[src/rtl/ibex_rf_write_arbiter.sv]
// rtl/ibex_rf_write_arbiter.sv - two-requester register-file write arbiter with clear sequence
module ibex_rf_write_arbiter #(
    parameter bit                   RV32E       = 1'b0,
    parameter int unsigned          DataWidth   = 32,
    parameter logic [DataWidth-1:0] WordZeroVal = '0
) (
    input  logic                 clk_i,
    input  logic                 rst_i,
    input  logic                 req0_valid_i,
    output logic                 req0_ready_o,
    input  logic [4:0]           req0_addr_i,
    input  logic [DataWidth-1:0] req0_data_i,
    input  logic                 req1_valid_i,
    output logic                 req1_ready_o,
    input  logic [4:0]           req1_addr_i,
    input  logic [DataWidth-1:0] req1_data_i,
    input  logic                 clear_req_i,
    output logic                 busy_o,
    output logic                 clear_done_o,
    output logic [4:0]           rf_waddr_o,
    output logic [DataWidth-1:0] rf_wdata_o,
    output logic                 rf_we_o,
    output logic                 err_o
);

    localparam int unsigned NumWords = RV32E ? 16 : 32;
    localparam logic [4:0]  LastIdx  = 5'(NumWords - 1);

    typedef enum logic [1:0] {
        IDLE,
        CLEAR,
        DONE
    } state_e;

    state_e               state_q;
    logic                 rr_q;       // 1: req1 wins the next tie
    logic [4:0]           cnt_q;
    logic [4:0]           waddr_q;
    logic [DataWidth-1:0] wdata_q;
    logic                 we_q;
    logic                 err_q;
    logic                 busy_q;
    logic                 done_q;

    logic                 accept_en;
    logic                 gnt0;
    logic                 gnt1;
    logic [4:0]           sel_addr;
    logic [DataWidth-1:0] sel_data;
    logic                 sel_illegal;

    assign accept_en    = (state_q == IDLE) && !clear_req_i && !rst_i;
    assign gnt0         = req0_valid_i && (!req1_valid_i || !rr_q);
    assign gnt1         = req1_valid_i && (!req0_valid_i || rr_q);
    assign req0_ready_o = accept_en && gnt0;
    assign req1_ready_o = accept_en && gnt1;

    assign sel_addr    = gnt1 ? req1_addr_i : req0_addr_i;
    assign sel_data    = gnt1 ? req1_data_i : req0_data_i;
    assign sel_illegal = RV32E && sel_addr[4];

    always_ff @(posedge clk_i or posedge rst_i) begin
        if (rst_i) begin
            state_q <= IDLE;
            rr_q    <= 1'b0;
            cnt_q   <= 5'd1;
            waddr_q <= '0;
            wdata_q <= '0;
            we_q    <= 1'b0;
            err_q   <= 1'b0;
            busy_q  <= 1'b0;
            done_q  <= 1'b0;
        end else begin
            we_q   <= 1'b0;
            err_q  <= 1'b0;
            done_q <= 1'b0;
            case (state_q)
                IDLE: begin
                    if (clear_req_i) begin
                        state_q <= CLEAR;
                        busy_q  <= 1'b1;
                        cnt_q   <= 5'd1;
                    end else if (req0_ready_o || req1_ready_o) begin
                        rr_q    <= req0_ready_o;
                        waddr_q <= sel_addr;
                        wdata_q <= sel_data;
                        // x0 is hardwired; accepted but never written
                        we_q    <= !sel_illegal && (sel_addr != 5'd0);
                        err_q   <= sel_illegal;
                    end
                end
                CLEAR: begin
                    we_q    <= 1'b1;
                    waddr_q <= cnt_q;
                    wdata_q <= WordZeroVal;
                    if (cnt_q == LastIdx) begin
                        state_q <= DONE;
                        busy_q  <= 1'b0;
                        done_q  <= 1'b1;
                        cnt_q   <= 5'd1;
                    end else begin
                        cnt_q <= cnt_q + 5'd1;
                    end
                end
                DONE: begin
                    state_q <= IDLE;
                end
                default: begin
                    state_q <= IDLE;
                end
            endcase
        end
    end

    assign rf_waddr_o   = waddr_q;
    assign rf_wdata_o   = wdata_q;
    assign rf_we_o      = we_q;
    assign err_o        = err_q;
    assign busy_o       = busy_q;
    assign clear_done_o = done_q;

endmodule

[config.mk]
export PLATFORM = sky130hd
export DESIGN_NAME = ibex_rf_write_arbiter
export DESIGN_NICKNAME = d
export VERILOG_FILES = /design/src/rtl/ibex_rf_write_arbiter.sv
export SDC_FILE = /design/constraint.sdc
export NUM_CORES = 1
export LEC_CHECK = 0
export ABC_AREA = 1
export BUFFER_PORTS_ARGS = -buffer_cell sky130_fd_sc_hd__buf_2
export CORE_MARGIN = 4
export CORE_UTILIZATION = 46
export DETAILED_ROUTE_END_ITERATION = 10
export GPL_TIMING_DRIVEN = 1
export PLACE_DENSITY = 0.79
export SYNTH_ARGS = -nofsm -noshare
export SYNTH_HDL_FRONTEND = slang
export SYNTH_SLANG_ARGS = --single-unit
[constraint.sdc]
create_clock -name clk_i -period 1.9 [get_ports clk_i]
set_input_delay 0.57 -clock clk_i [delete_from_list [all_inputs] [get_ports clk_i]]
set_output_delay 0.57 -clock clk_i [all_outputs]
set_load 0.05 [all_outputs]
==> impl_metrics.ini <==
[status]
status = finished clean

[synthesis]
syn_inst = 359
ys_top_cells_by_count = nand2_1 (205), dfrtp_1 (47), nor2_1 (22), inv_1 (14)
synth_edf_count = 0
synthesis.nets = 440
async_flop_share_pct = 100
yosysSeqAreaShare_pct = 46.7
yosysMostFrequentCell = nand2_1
synth_compound_area_share_pct = 6.27
ys_dominant_reg_cell = dfrtp_1
synth_cell_type_count = 23
synth_top_cell_by_area = dfrtp_1
synth.cell_area_um2 = 2570
syn_avg_cell_area_um2 = 7.17
synth_fa_ha_area_share_pct = 0.972
ys_ff_latch = 48
synthTopCellsByArea = dfrtp_1 (46%), nand2_1 (30%), nor2_1 (3.2%)
synth_top_area_share_pct = 45.7
synth-warning-count = 0
synth_xor_xnor_area_share_pct = 0.680
synthMuxAreaShare_pct = 0
synth_top_family_by_area = simple AND/OR/NAND/NOR gates
yosys.area_share.simple_pct = 38.2

[die]
core_um2 = 5270
num_rows = 26
io_pins = 122
start_util_pct = 48.9
die_w_um = 82.8
die_y_um = 82.8
die-area_um2 = 6860

[worst_setup_path]
cp-end-kind = output pin
worstPathMaxFanout = 2
start_kind = flop
cp.required_ns = 1.33
critPathArrivalTime_ns = 1.31
crit_type = reg2out

[grt]
grt_max_degree = 34
grt_usage_pct = 19.6
grt_pass1_wl_um = 11400
grt_antenna_before_repair = 0
grt-ovfl-total = 0
grt_pass1_vias = 2486

[clock_tree]
cts_tree = done
numCtsBuffers = 5
cts_sinks = 48
clockBufferDepth = 2
clockRootBuffer = clkbuf_8
clkSlewWorstSetupHoldPaths_ns = 0.09
clk_latency_ns = 0.29
htreeDepth = 2

[placed_design]
port_buffers = 120
post-place-ws_ns = 0.00450
dp.final_hpwl_um = 5090
gp_congestion = 0.853

[sta]
skew_ns = 0.00614
setup_ws_ns = 0.0235
setup_viol = 0
fin_hold_ws_ns = 0.267
slew_viol_final = 0
min_period_ns = 1.88
finalHoldViolCount = 0
final.period_utilization_pct = 98.8
rsz0062_at_grt = true
fmax_mhz = 533

[power]
leakagePower_nw = 2.05
vdd_drop_max_mv = 0.658
power_density_nw_per_um2 = 1110

[final_layout]
num_antenna_cells = 0
filler_cell_count = 489
fin_nets = 561
drive_gt1_share_pct = 34.3
syn2layout_area_growth_pct = 31.6
final_core_util_pct = 64.3

[hold_path]
hp-class = in2async

[route]
vias_per_cell = 4.65
avgRoutedWirePerCell_um = 12.2
drcViolationCount = 0
firstDrtPassIters = 4
vias = 2563
drt_iter0_markers = 94
finalWirelength_um = 6710
final_antenna_net_count = 0

[flow_run]
drv_cap = 0
critical path, cell delays in order (launching register included):
cell	delay (ns)
dfrtp_1	0.39
nor2_2	0.15
nand2_2	0.08
nor2_4	0.11
nand2_2	0.07
inv_2	0.07
buf_8	0.14
logic make-up (layout without fill, tap and decap cells):
family                   after synthesis  in the layout
AND/OR/NAND/NOR                      247            247
buffers and inverters                 34            156
XOR/XNOR                               2              2
other                                  1              1
adder cells (fa/ha/maj)                2              2
flip-flops                            48             48
AO/OA/AOI/OAI                         25             25
state kept, by name (all words and copies together) (netlist names):
name / flops
rf_wdata_o: 32
rf_waddr_o: 5
rf_we_o: 1
clear_done_o: 1
rr_q: 1
busy_o: 1
cnt_q: 5
state_q: 2
report_power, final:
group | internal (W) | switching (W) | total, W
sequential | 0.00122 | 0.000120 | 0.00134
clock | 0.000297 | 0.000317 | 0.000614
combinational | 0.000544 | 0.00127 | 0.00182
total | 0.00206 | 0.00171 | 0.00377
per-layer routing:
metal  global-route usage, %  share of wire (%)  vias up  routed length [µm]
met4                    5.20                1.0        0                  68
met1                    24.1                 43     1143                2860
li1                        -                  -     1325                   -
met2                    33.6                 49       87                3280
met5                       0                  0        -                   0
met3                    5.64                7.4        8                 498
cells in the final DEF, fill, tap and decap left out, types with 2 or more instances in the layout:
cell / synthesis / final
ha_1: 2 / 2
inv_2: 2 / 5
nand3_1: 9 / 9
inv_1: 14 / 11
nand2_1: 205 / 204
nand2_2: 5 / 6
a21oi_2: 9 / 9
o21ai_0: 9 / 9
buf_2: 9 / 118
nand2_4: 3 / 3
buf_12: 0 / 3
nor2_1: 22 / 22
clkbuf_8: 0 / 6
dfrtp_1: 47 / 47
buf_8: 0 / 2
buf_4: 5 / 9
clkbuf_1: 1 / 2
a21oi_1: 5 / 5
o22ai_1: 2 / 2
final timing paths:
kind	endpoint	slack, ns	cells after the start	from
min reg2reg	rf_wdata_o[24]$_DFFE_PP0P_	0.47	2	rf_wdata_o[24]$_DFFE_PP0P_
max	req1_ready_o	0.02	6	state_q[1]$_DFFE_PP0P_
max in group asynchronous	cnt_q[0]$_DFFE_PP1P_	1.09	3	rst_i
min in group clk_i	rf_wdata_o[24]$_DFFE_PP0P_	0.47	2	rf_wdata_o[24]$_DFFE_PP0P_
max reg2reg	rf_wdata_o[2]$_DFFE_PP0P_	0.24	10	state_q[1]$_DFFE_PP0P_
min	busy_o$_DFFE_PP0P_	0.27	2	rst_i
through the flow:
step,setup TNS [ns],area (µm²),instances,power (W)
after floorplan,0,2570,359,0.00270
after global placement,0,3260,541,0.00311
after detailed placement,0,3260,541,0.00317
after CTS,-0.0223,3380,550,0.00382
after global routing,-0.115,3390,551,0.00406
final,0,3390,551,0.00377
timing repair:
| action | 4_1_cts | 5_1_grt |
|---|---|---|
| gates resized for setup | 10 | 0 |
| endpoints found under the setup margin | 2 | 2 |
| pin swaps | 3 | 3 |
| setup buffers | 1 | 1 |
| hold buffers | 0 | 0 |
cell type report:
class | instances | area (µm²) | share of cell area (%)
Timing Repair Buffer | 132 | 748 | 22.1
Clock buffer | 8 | 90.1 | 2.66
Inverter | 16 | 60.1 | 1.77
Sequential cell | 48 | 1200 | 35.5
Multi-Input combinational cell | 277 | 1200 | 35.4
Tap cell | 70 | 87.6 | 2.58
(Power assumes the default switching activity.)
